[config.mk]
export PLATFORM = sky130hd
export DESIGN_NAME = ks_adder_pipe
export DESIGN_NICKNAME = d
export VERILOG_FILES = /design/src/rtl/ks_adder_pipe_pkg.sv /design/src/rtl/ks_adder_pipe_prefix_cell.sv /design/src/rtl/ks_adder_pipe.sv
export SDC_FILE = /design/constraint.sdc
export NUM_CORES = 1
export LEC_CHECK = 0
export BUFFER_PORTS_ARGS = -buffer_cell sky130_fd_sc_hd__buf_2
export CORE_MARGIN = 2
export CORE_UTILIZATION = 45
export DETAILED_ROUTE_END_ITERATION = 8
export GPL_ROUTABILITY_DRIVEN = 0
export PLACE_DENSITY = 0.63
export SLEW_MARGIN = 40
export SYNTH_ARGS = -nofsm -noshare
export SYNTH_HDL_FRONTEND = slang
export SYNTH_HIERARCHICAL = 1
export SYNTH_SLANG_ARGS = --single-unit
[constraint.sdc]
create_clock -name clk -period 1.6 [get_ports clk]
set_input_delay 0.16 -clock clk [delete_from_list [all_inputs] [get_ports clk]]
set_output_delay 0.16 -clock clk [all_outputs]
set_load 0.03 [all_outputs]
[src/rtl/ks_adder_pipe_pkg.sv]
// +----------------------------------------------------------------------------+
// | ks_pkg                                                                     |
// | Shared types and helpers for the pipelined Kogge-Stone adder.              |
// | Rev 1.0 - initial release                                                  |
// +----------------------------------------------------------------------------+
`default_nettype none

package ks_pkg;

  localparam int KS_MAX_WIDTH = 64;

  typedef struct packed {
    logic g;
    logic p;
  } pg_t;

  function automatic int ks_levels(input int width);
    return $clog2(width);
  endfunction

endpackage

`default_nettype wire

[src/rtl/ks_adder_pipe_prefix_cell.sv]
// +----------------------------------------------------------------------------+
// | ks_prefix_cell                                                             |
// | Combinational Kogge-Stone black cell: merges (gi,pi) with (gj,pj).          |
// | Rev 1.0 - initial release                                                  |
// +----------------------------------------------------------------------------+
`default_nettype none

module ks_prefix_cell
  import ks_pkg::*;
(
  input  logic gi,
  input  logic pi,
  input  logic gj,
  input  logic pj,
  output logic go,
  output logic po
);

  pg_t w_res;

  assign w_res.g = gi | (pi & gj);
  assign w_res.p = pi & pj;
  assign go      = w_res.g;
  assign po      = w_res.p;

endmodule

`default_nettype wire

[src/rtl/ks_adder_pipe.sv]
// +----------------------------------------------------------------------------+
// | ks_adder_pipe                                                              |
// | Pipelined Kogge-Stone adder with valid/ready handshakes on both ends.      |
// | Optional KS_OVF_EN adds the signed-overflow output out_ovf.                |
// | Rev 1.0 - initial release                                                  |
// +----------------------------------------------------------------------------+
`default_nettype none

module ks_adder_pipe
  import ks_pkg::*;
#(
  parameter int WIDTH   = 16,
  parameter int LEVELS  = ks_levels(WIDTH),
  parameter int LATENCY = LEVELS + 1
) (
  input  logic             clk,
  input  logic             rst_n,
  input  logic             in_valid,
  output logic             in_ready,
  input  logic [WIDTH-1:0] in_a,
  input  logic [WIDTH-1:0] in_b,
  input  logic             in_cin,
  output logic             out_valid,
  input  logic             out_ready,
  output logic [WIDTH-1:0] out_sum,
  output logic             out_cout
`ifdef KS_OVF_EN
  ,
  output logic             out_ovf
`endif
);

  if (WIDTH < 2 || WIDTH > KS_MAX_WIDTH) begin : g_bad_width
    $error("ks_adder_pipe: WIDTH must be within 2..64");
  end
  if (LEVELS != ks_levels(WIDTH) || LATENCY != LEVELS + 1) begin : g_bad_levels
    $error("ks_adder_pipe: LEVELS/LATENCY are derived and must not be overridden");
  end

  // Stage k registers: valid, group G/P, raw P for the sum, and the carry-in.
  logic [LEVELS:0]            r_v;
  logic [LEVELS:0][WIDTH-1:0] r_g;
  logic [LEVELS:0][WIDTH-1:0] r_p;
  logic [LEVELS:0][WIDTH-1:0] r_rp;
  logic [LEVELS:0]            r_cin;

  logic [LEVELS:1][WIDTH-1:0] w_gn;
  logic [LEVELS:1][WIDTH-1:0] w_pn;
  logic [LEVELS:0]            w_rdy;
  logic [WIDTH-1:0]           w_g0;
  logic [WIDTH-1:0]           w_p0;
  logic                       w_unused_p;

  assign w_p0 = in_a ^ in_b;
  assign w_g0 = (in_a & in_b) | {{(WIDTH-1){1'b0}}, w_p0[0] & in_cin};

  // A stage may load if it or any stage below it is empty, or the sink takes data.
  for (genvar k = 0; k <= LEVELS; k++) begin : g_ready
    assign w_rdy[k] = out_ready | ~(&r_v[LEVELS:k]);
  end

  for (genvar k = 1; k <= LEVELS; k++) begin : g_level
    localparam int DIST = 1 << (k - 1);
    for (genvar i = 0; i < WIDTH; i++) begin : g_bit
      if (i >= DIST) begin : g_cell
        ks_prefix_cell u_cell (
          .gi (r_g[k-1][i]),
          .pi (r_p[k-1][i]),
          .gj (r_g[k-1][i-DIST]),
          .pj (r_p[k-1][i-DIST]),
          .go (w_gn[k][i]),
          .po (w_pn[k][i])
        );
      end else begin : g_pass
        assign w_gn[k][i] = r_g[k-1][i];
        assign w_pn[k][i] = r_p[k-1][i];
      end
    end
  end

  always_ff @(posedge clk or negedge rst_n) begin
    if (!rst_n) begin
      r_v   <= '0;
      r_g   <= '0;
      r_p   <= '0;
      r_rp  <= '0;
      r_cin <= '0;
    end else begin
      if (w_rdy[0]) begin
        r_v[0] <= in_valid;
        if (in_valid) begin
          r_g[0]   <= w_g0;
          r_p[0]   <= w_p0;
          r_rp[0]  <= w_p0;
          r_cin[0] <= in_cin;
        end
      end
      for (int k = 1; k <= LEVELS; k++) begin
        if (w_rdy[k]) begin
          r_v[k] <= r_v[k-1];
          if (r_v[k-1]) begin
            r_g[k]   <= w_gn[k];
            r_p[k]   <= w_pn[k];
            r_rp[k]  <= r_rp[k-1];
            r_cin[k] <= r_cin[k-1];
          end
        end
      end
    end
  end

  // Final group propagate has no consumer once all carries are resolved.
  assign w_unused_p = ^r_p[LEVELS];

  assign in_ready  = w_rdy[0];
  assign out_valid = r_v[LEVELS];
  assign out_sum   = r_rp[LEVELS] ^ {r_g[LEVELS][WIDTH-2:0], r_cin[LEVELS]};
  assign out_cout  = r_g[LEVELS][WIDTH-1];

`ifdef KS_OVF_EN
  assign out_ovf   = r_g[LEVELS][WIDTH-2] ^ r_g[LEVELS][WIDTH-1];
`endif

endmodule

`default_nettype wire

# Word level (Yosys, flattened, before mapping)
# Index checks and enable logic that the tools add are counted.
dict set report classes {
  n_addsub 0
  n_mul 0
  n_div 0
  order_cmp 0
  eq_ne 0
  shift 0
  n_mux 0
  bitwise 154
  reduce_logical 9
}
# op n
set ops {}
lappend ops {{1-bit AND} 91}
lappend ops {{1-bit OR} 54}
lappend ops {{16-bit XOR} 2}
lappend ops {{16-bit AND} 1}
lappend ops {{16-bit by 1-bit OR with 16-bit output} 1}
lappend ops {{2-bit AND reduction} 6}
lappend ops {{1-bit inverter} 5}
lappend ops {{5-bit AND reduction} 1}
lappend ops {{4-bit AND reduction} 1}
lappend ops {{3-bit AND reduction} 1}
dict set report word_totals {
  regBits 218
  latchBits 0
  ram_bits 0
  rom_bits 0
  output_inout_bits 19
  n_memories 0
}

# Logic depth before layout (Yosys ltp)
# Gate-level depths: netlist of run 1.
dict set report logic_depth {
  depth_word 4
  depth_mapped 5
}

# Hierarchy
# The synthesis of run 1 kept the hierarchy.
# module instances cells_each area_per_inst_um2 seq_area_each_um2
set modules_own_cells {}
lappend modules_own_cells {ks_adder_pipe 1 496 8340.5 5380.2}
lappend modules_own_cells {ks_prefix_cell 49 2 15.0 0.0}

# Worst setup path before layout of run 1
# OpenSTA, ideal clock, no wires.
dict set report synth_path {
  kind {register -> register}
  from {reg r_v[4]}
  to {reg r_g[16] (netlist bit)}
  setup_ns 0.127
  arrival_ns 1.565
  setup_slack_ns -0.092
  path_stages_with_launch 6
  n_path_buf 2
  cell_sequence {dfrtp_1 and4b_1 a21boi_2 buf_6 buf_6 mux2_1}
}
dict set report synth_via {
  elab_chain_cells 4
}
# item line
set synth_rtl {}
lappend synth_rtl {{start, declared} ks_adder_pipe.sv:41} ;# logic [LEVELS:0] r_v;
lappend synth_rtl {{start signal, assigned by index} ks_adder_pipe.sv:100} ;# r_v[k] <= r_v[k-1];
lappend synth_rtl {{4-bit AND reduction} ks_adder_pipe.sv:59} ;# assign w_rdy[k] = out_ready | ~(&r_v[LEVELS:k]);
lappend synth_rtl {{1-bit inverter} ks_adder_pipe.sv:59}
lappend synth_rtl {{1-bit OR} ks_adder_pipe.sv:59}
lappend synth_rtl {{2-bit AND reduction (no line)} -}
lappend synth_rtl {{end signal, assigned by index} ks_adder_pipe.sv:102} ;# r_g[k] <= w_gn[k];
lappend synth_rtl {{end, declared} ks_adder_pipe.sv:42} ;# logic [LEVELS:0][WIDTH-1:0] r_g;
# Every way passes these cells.
# A chain may end at the register's enable or synchronous reset.

# Worst setup path in the final report of run 1
dict set report layout_path {
  from {reg r_v[4]}
  to {reg r_p[25] (netlist bit)}
}
dict set report layout_via {
  elab_chain_cells 4
}
# item line
set layout_rtl {}
lappend layout_rtl {{4-bit AND reduction} ks_adder_pipe.sv:59}
lappend layout_rtl {{1-bit inverter} ks_adder_pipe.sv:59}
lappend layout_rtl {{1-bit OR} ks_adder_pipe.sv:59}
lappend layout_rtl {{2-bit AND reduction (no line)} -}
lappend layout_rtl {{end signal, assigned by index} ks_adder_pipe.sv:103} ;# r_p[k] <= w_pn[k];
lappend layout_rtl {{end, declared} ks_adder_pipe.sv:43} ;# logic [LEVELS:0][WIDTH-1:0] r_p;
# Every way passes these cells.

==> results of run 1 <==
[area by class of cell]
cell class                      instances  area, um^2
Clock buffer                           32         659
Clock inverter                          8        95.1
Fill cell                            1473        8190
Inverter                                1        3.75
Multi-Input combinational cell        331        3480
Sequential cell                       204        5110
Tap cell                              234         293
Timing Repair Buffer                   91         870
[routing by layer]
layer  GRT usage, %  vias to the layer above  wire (um)
li1               -                     2175          -
met2           25.0                       76       8110
met1           24.3                     2420       8020
met3           2.36                       16        618
met4           3.74                        0        221
met5              0                        -          0
[worst min-delay path: cells and delay by family]
kind	cells	cell delay, ns
adder cells (fa/ha/maj)	1	0.11
buffers and inverters	1	0.08
multiplexers	1	0.13
[registers in the layout, indices dropped and copies added, names as in the netlist]
signal and cells:
out_cout 1, r_g 79, r_p 37, r_v 5
r_rp 77, r_cin 5
[placed cells by master (no fill, tap or decap), types with 13 or more instances in the layout]
cell and count:
buf_2 53, clkbuf_16 30, a21o_1 50, xor2_1 16, mux2_2 150, buf_12 13
ha_1 16, and2_2 34, mux2_4 36, dfrtp_1 203
[final timing paths]
kind	to	slack [ns]
min in group asynchronous	r_rp[49]	0.19
worst min-delay path	r_rp[14]	0.01
max in group asynchronous	r_rp[9]	0.80
worst min register to register	r_rp[29]	0.48
worst max-delay path	r_p[25]	-0.05
worst max register to register	r_p[25]	-0.05
[what timing repair did]
action / 4_1_cts / 5_1_grt
hold endpoints to repair: 88 / 0
pin swaps: 1 / 6
buffers inserted: 1 / 6
cloned: 0 / 11
hold buffers: 5 / 0
gates resized for setup: 3 / 44
setup endpoints to repair: 16 / 102
[power by group through the flow]
| stage | registers, uW | clock network (uW) | logic, uW |
|---|---|---|---|
| 2_1_floorplan | 7930 | 0 | 3790 |
| 3_3_place_gp | 8460 | 0 | 4730 |
| 3_5_place_dp | 8550 | 0 | 4860 |
| 4_1_cts | 8450 | 5260 | 4920 |
| 5_1_grt | 8720 | 5490 | 5770 |
| 6_report | 8470 | 5160 | 5320 |
[through the flow]
step / instance area (um^2) / cells / worst slack, ns / total power [uW]
6_report: 10500 / 901 / -0.0535 / 18900
5_1_grt: 10500 / 901 / -0.0912 / 20000
4_1_cts: 10000 / 884 / -0.0268 / 18600
3_5_place_dp: 9220 / 838 / 0.00193 / 13400
3_3_place_gp: 9220 / 838 / 0.0306 / 13200
2_1_floorplan: 8570 / 557 / 0.00596 / 11700
==> flow_metrics.py, run 1 <==
metrics = {
    "final_layout": {
        "post-route-util_pct": 56.2,
        "layout.nets": 704,
        "drive_gt1_share_pct": 52.5,
        "antenna_cells": 0,
        "area_growth_pct": 22.7,
    },
    "hold_path": {
        "holdPathStages": 3,
        "hold_class": "in -> reg",
        "hp-start": "in_b[14]",
    },
    "worst_setup_path": {
        "path_buf_inv": 2,
        "crit_chain": "and4b_2 > a21boi_4 > buf_12 > buf_6 > mux2_1",
        "crit_fanout": 7,
        "cp.required_ns": 1.97,
        "r2r-start": "r_v[4]",
        "worst-r2r-cell-count": 5,
        "endpoint_kind": "flop",
        "crit_start": "r_v[4]",
        "slowest_delay_ns": 0.42,
        "crit_cells": 5,
        "arrival_ns": 2.03,
        "cp-start-kind": "flop",
        "crit_slowest_cell": "dfrtp_2",
        "path_class": "reg -> reg",
        "crit_family": "flip-flops",
    },
    "floorplan": {
        "rows": 50,
        "die-area_mm2": 0.0202,
        "dieHeight_um": 142,
        "die_width_um": 142,
        "start_util_pct": 45.8,
        "ios": 56,
        "core_mm2": 0.0187,
    },
    "power_and_ir_drop": {
        "leakage_uw": 0.00516,
        "irDropWorstVdd_mv": 0.862,
        "switching_share_pct": 30.7,
        "p_seq_share_pct": 44.7,
        "clockPowerShare_pct": 27.2,
        "power.internal_uw": 13100,
        "power_density_mw_per_mm2": 1800,
        "switching_power_uw": 5820,
        "comb_power_share_pct": 28.1,
    },
    "timing": {
        "period_needed_ns": 1.65,
        "timing.fmax_mhz": 605,
        "setup_viol": 51,
        "finClkSkew_ns": 0.0143,
        "fin_ws_ns": -0.0535,
        "slew_violations": 0,
        "fin_crit_sh_pct": 103,
        "hold_ws_ns": 0.0116,
        "finalSetupTns_ns": -1.47,
        "rsz0062_at_grt": "true",
        "worstMarginPinSlew_ns": 0.400,
        "finalHoldViolCount": 0,
        "maxSlewHeadroom_pct": 73.4,
    },
    "routing": {
        "wl_mm": 17.0,
        "vias_per_cell": 5.20,
        "wl_per_cell_um": 18.8,
        "remaining_drc_errors": 0,
        "vias": 4687,
        "drt_iter0_drc": 266,
        "drt_pass1_iterations": 4,
        "drtAntennaViolNets": 0,
    },
    "synthesis": {
        "syn_avg_cell_area_um2": 15.4,
        "synth_area_mm2": 0.00856,
        "synthCells": 557,
        "synth-warning-count": 6,
        "syn_nets": 610,
    },
    "global_route": {
        "grt_pass1_wl_mm": 26.1,
        "antenna_found_initial": 0,
        "grt_max_degree": 55,
        "overflow": 0,
        "grt_pass1_vias": 4960,
        "grt_usage_pct": 16.1,
    },
    "clock_tree": {
        "cts.path.max_buffers": 3,
        "insertion_delay_ns": 0.49,
        "htree_levels": 1,
        "cts.sinks": 204,
        "clkTransAtPathRegs_ns": 0.06,
        "cts_tree": "yes",
        "cts_buffers": 22,
        "root_buffer": "clkbuf_16",
    },
    "placement": {
        "port_buffers": 55,
        "dpl.hpwl_mm": 10.6,
    },
    "status": {
        "status": "finished, violations left",
        "violations": "negative setup slack",
    },
    "job": {
        "drv_cap": 0,
    },
}
Note: power is estimated with default switching activity, not from simulation.
==> run 2, diff against run 1 <==
Settings changed: SKIP_CTS_REPAIR_TIMING set to 1.
==> run 2 against run 1 <==
Net effect: the run still ends with negative setup slack left; sequential share of layout area is 1.1 points higher; critical path type unchanged; routed wire length decreased by 6.6%; final cell count down 1.1%; flip-flop and latch count unchanged; critical path depth is the same; register-to-register slack is essentially flat.
==> flow_metrics.py, run 2 (synthesis gave the netlist of run 1 again) <==
metrics = {
    "timing": {
        "slew_violations": 0,
        "rsz0062_at_grt": "true",
        "finClkSkew_ns": 0.0184,
        "finalHoldViolCount": 0,
        "worstMarginPinSlew_ns": 0.398,
        "timing.fmax_mhz": 605,
        "period_needed_ns": 1.65,
        "maxSlewHeadroom_pct": 73.5,
        "setup_viol": 45,
        "fin_ws_ns": -0.0539,
        "fin_crit_sh_pct": 103,
    },
    "global_route": {
        "overflow": 0,
        "grt_pass1_vias": 4954,
        "grt_pass1_wl_mm": 26.0,
        "antenna_found_initial": 0,
        "grt_max_degree": 55,
        "grt_usage_pct": 16.1,
    },
    "power_and_ir_drop": {
        "finalPower_uw": 18700,
        "irDropWorstVdd_mv": 0.859,
        "leakage_uw": 0.00502,
        "comb_power_share_pct": 27.4,
        "clockPowerShare_pct": 27.4,
        "p_seq_share_pct": 45.2,
        "switching_power_uw": 5710,
        "switching_share_pct": 30.5,
        "power.internal_uw": 13000,
        "power_density_mw_per_mm2": 1820,
    },
    "worst_setup_path": {
        "crit_fanout": 7,
        "r2r-start": "r_v[4]",
        "path_class": "reg -> reg",
        "arrival_ns": 2.02,
        "cp.required_ns": 1.96,
        "crit_slowest_cell": "dfrtp_2",
        "crit_chain": "and4b_2 > a21boi_4 > buf_12 > clkbuf_16 > mux2_4",
        "slowest_delay_ns": 0.41,
        "worst-r2r-cell-count": 5,
        "crit_start": "r_v[4]",
        "cp-start-kind": "flop",
        "endpoint_kind": "flop",
    },
    "floorplan": {
        "rows": 50,
        "die-area_mm2": 0.0202,
        "core_mm2": 0.0187,
        "die_width_um": 142,
        "ios": 56,
        "start_util_pct": 45.8,
        "dieHeight_um": 142,
    },
    "clock_tree": {
        "insertion_delay_ns": 0.50,
        "htree_levels": 1,
        "cts.sinks": 204,
        "cts.path.max_buffers": 3,
        "cts_buffers": 22,
        "root_buffer": "clkbuf_16",
        "cts_tree": "yes",
        "clkTransAtPathRegs_ns": 0.06,
    },
    "final_layout": {
        "regMostFlops": "r_g",
        "layout.nets": 694,
        "final_cell_mix": "203 x dfrtp_1, 162 x mux2_2, 53 x buf_2",
        "antenna_cells": 0,
        "final_common_cell": "dfrtp_1",
        "largest_register_ffs": 79,
        "post-route-util_pct": 54.9,
        "reg_top3": "r_g (79), r_rp (77), r_p (37)",
        "area_growth_pct": 20.0,
        "drive_gt1_share_pct": 52.2,
    },
    "routing": {
        "drt_pass1_iterations": 4,
        "vias_per_cell": 5.16,
        "wl_per_cell_um": 17.8,
        "remaining_drc_errors": 0,
        "vias": 4598,
        "wl_mm": 15.8,
        "drt_iter0_drc": 255,
        "drtAntennaViolNets": 0,
    },
    "placement": {
        "port_buffers": 55,
        "preCtsSetupSlack_ns": 0.00193,
        "dpl.hpwl_mm": 10.6,
    },
    "hold_path": {
        "hold_class": "in -> reg",
        "hp-start": "in_b[13]",
        "holdPathStages": 3,
    },
    "status": {
        "status": "finished, violations left",
        "violations": "negative setup slack",
    },
    "job": {
        "drv_cap": 0,
    },
}
[run 2: cell count changes in the layout (fill, tap and decap cells not counted), sizes merged]
cell         before  now
dlygate4sd3       5    3
buf              78   74
clkbuf           40   36
[run 2: per-stage QoR]
| stage | setup TNS [ns] | hold slack (ns) | std cells | area, um^2 |
|---|---|---|---|---|
| 2_1_floorplan | 0 | -0.136 | 557 | 8570 |
| 3_3_place_gp | 0 | 0.133 | 838 | 9220 |
| 3_5_place_dp | 0 | 0.137 | 838 | 9220 |
| 4_1_cts | -0.141 | -0.382 | 878 | 9970 |
| 5_1_grt | -3.25 | 0.0139 | 891 | 10300 |
| 6_report | -1.33 | 0.00475 | 891 | 10300 |
[run 2: power groups by stage]
stage | Combinational (uW) | Sequential (uW) | Clock, uW
2_1_floorplan | 3790 | 7930 | 0
3_3_place_gp | 4730 | 8460 | 0
3_5_place_dp | 4860 | 8550 | 0
4_1_cts | 4910 | 8450 | 5260
5_1_grt | 5580 | 8710 | 5480
6_report | 5120 | 8460 | 5130
[run 2: area by class of cell]
type	count	area (um^2)
fillers	1495	8430
flip-flops and latches	204	5110
multi-input cells	331	3440
repair buffers	81	682
clock buffers	32	659
well taps	234	293
clock inverters	8	95.1
inverters	1	3.75
[run 2: critical path, delay by kind of cell, from the launching register on]
kind / cells / cell delay, ns
and+or+nand+nor: 1 / 0.29
buffers and inverters: 2 / 0.33
muxes: 1 / 0.31
DFF: 1 / 0.41
AOI/OAI and AO/OA: 1 / 0.19
[run 2: final timing paths]
kind	endpoint	slack, ns
max	r_p[19]	-0.05
min	r_rp[13]	0.005
max reg2reg	r_p[19]	-0.05
min reg2reg	r_rp[29]	0.50
max in group asynchronous	r_rp[50]	0.81
min in group asynchronous	r_p[43]	0.19
[run 2: metal layers]
layer / global-route usage [%] / routed length, um / vias to the layer above
met3: 2.36 / 492 / 15
met2: 25.0 / 7400 / 64
met1: 24.2 / 7760 / 2367
met4: 3.74 / 199 / 0
li1: - / - / 2152
met5: 0 / 0 / -
==> run 3, diff against run 2 <==
Settings changed: HOLD_SLACK_MARGIN set to 0.08, PLACE_DENSITY 0.63 to 0.61.
Clock period 1.6 ns to 2 ns, I/O delays scaled along.
==> run 3 against run 2 <==
Net effect: the flow now finishes without violations; design area is 1.0% lower; combinational power is 24% lower; clock skew is 0.013 ns lower; flip-flop and latch count stayed put; final cell count is 0.67% higher; sequential power is 20% lower.
==> flow_metrics.py, run 3 (synthesis gave the netlist of run 1 again) <==
metrics = {
    "clock_tree": {
        "cts_tree": "yes",
        "clkTransAtPathRegs_ns": 0.06,
        "cts.sinks": 204,
        "insertion_delay_ns": 0.49,
        "cts.path.max_buffers": 3,
        "htree_levels": 1,
        "root_buffer": "clkbuf_16",
        "cts_buffers": 22,
    },
    "worst_setup_path": {
        "crit_slowest_cell": "dlygate4sd3_1",
        "cp.required_ns": 1.80,
        "crit_chain": "dlygate4sd3_1 > buf_2 > and4b_1 > nand3_1 > buf_2",
        "cp-start-kind": "primary input",
        "path_class": "in -> out",
        "critPathMostFrequentCell": "buf_2",
        "slowest_delay_ns": 0.53,
        "endpoint_kind": "output pin",
        "crit_family": "buffers and inverters",
        "path_buf_inv": 3,
        "crit_fanout": 5,
        "arrival_ns": 1.57,
    },
    "hold_path": {
        "hold_class": "in -> reg",
    },
    "routing": {
        "drt_pass1_iterations": 4,
        "drtAntennaViolNets": 0,
        "vias_per_cell": 5.12,
        "vias": 4597,
        "wl_per_cell_um": 17.2,
        "remaining_drc_errors": 0,
        "wl_mm": 15.5,
        "drt_iter0_drc": 234,
    },
    "final_layout": {
        "nFillCells": 1527,
        "reg_top3": "r_g (79), r_rp (77), r_p (37)",
        "layout.nets": 705,
        "area_growth_pct": 18.8,
        "final_cell_mix": "204 x dfrtp_1, 179 x mux2_2, 54 x buf_2",
        "regMostFlops": "r_g",
        "largest_register_ffs": 79,
        "drive_gt1_share_pct": 46.9,
        "final_common_cell": "dfrtp_1",
        "antenna_cells": 0,
        "finalInstanceArea_mm2": 0.0102,
    },
    "placement": {
        "dpl.hpwl_mm": 10.5,
        "port_buffers": 55,
        "place_area_mm2": 0.00917,
    },
    "timing": {
        "finalSetupTns_ns": 0,
        "finClkSkew_ns": 0.00562,
        "timing.fmax_mhz": 566,
        "period_needed_ns": 1.77,
        "rsz0062_at_grt": "false",
        "setup_viol": 0,
        "maxSlewHeadroom_pct": 70.0,
        "worstMarginPinSlew_ns": 0.450,
        "fin_crit_sh_pct": 88.4,
        "finalHoldViolCount": 0,
        "slew_violations": 0,
    },
    "power_and_ir_drop": {
        "leakage_uw": 0.00490,
        "irDropWorstVdd_mv": 0.693,
        "power_density_mw_per_mm2": 1440,
    },
    "global_route": {
        "antenna_found_initial": 0,
        "grt_pass1_wl_mm": 25.7,
        "grt_max_degree": 76,
        "grt_pass1_vias": 4803,
        "overflow": 0,
        "grt_usage_pct": 16.0,
    },
    "job": {
        "drv_cap": 0,
    },
    "status": {
        "status": "complete, no violations",
    },
    "floorplan": {
        "die-area_mm2": 0.0202,
        "die_width_um": 142,
        "core_mm2": 0.0187,
        "start_util_pct": 45.8,
        "rows": 50,
        "ios": 56,
        "dieHeight_um": 142,
    },
}
## run 3: cell count changes in the layout (fill, tap and decap cells not counted), moves of 4 or more
cell and delta:
buf_4 -6, clkbuf_8 -4, dlygate4sd3_1 +25, mux2_1 +9, mux2_2 +17, mux2_4 -26
## run 3: layout make-up
class / count / area (um^2) / share of cell area [%]
Sequential cell: 204 / 5100 / 50.2
Multi-Input combinational cell: 331 / 3330 / 32.8
Timing Repair Buffer: 92 / 719 / 7.07
Clock buffer: 29 / 608 / 5.98
Tap cell: 234 / 293 / 2.88
Clock inverter: 6 / 110 / 1.08
Inverter: 1 / 3.75 / 0.0369
## run 3: power breakdown
part | total [uW] | leakage (uW) | internal (uW) | switching (uW)
Combinational | 3870 | 0.00207 | 2080 | 1800
Sequential | 6750 | 0.00249 | 5620 | 1130
Clock | 4030 | 0.000343 | 2510 | 1520
## run 3: metrics by stage
step	hold WS (ns)	setup WS, ns	util, %	total power, uW	std cells
global placement	0.187	0.392	49.0	10500	834
floorplan	-0.0956	0.308	-	9380	557
finish	0.0667	0.233	54.4	14700	897
detailed placement	0.192	0.344	49.0	10700	834
global route	0.0804	0.176	54.4	15500	897
CTS	-0.328	0.231	52.9	14800	869
## run 3: final timing paths
path | start | to | slack, ns | depth (start not counted)
max in group asynchronous | rst_n | r_g[59] | 1.00 | 3
hold reg to reg | r_rp[29] | r_rp[29] | 0.49 | 1
min in group asynchronous | rst_n | r_rp[64] | 0.24 | 2
setup / recovery | out_ready | in_ready | 0.23 | 5
hold / removal | in_a[3] | r_rp[3] | 0.07 | 3
setup reg to reg | r_v[4] | r_rp[21] | 0.33 | 4
## run 3: tightest hold or removal path, stage by stage
cell,delay [ns]
buf_2,0.08
ha_1,0.12
mux2_2,0.13
## run 3: metal layers
layer / track usage [%] / share of wire [%] / up-vias
li1: - / - / 2174
met1: 24.6 / 51 / 2338
met5: 0 / 0 / -
met3: 2.52 / 3.1 / 21
met4: 3.79 / 1.6 / 0
met2: 23.8 / 44 / 64
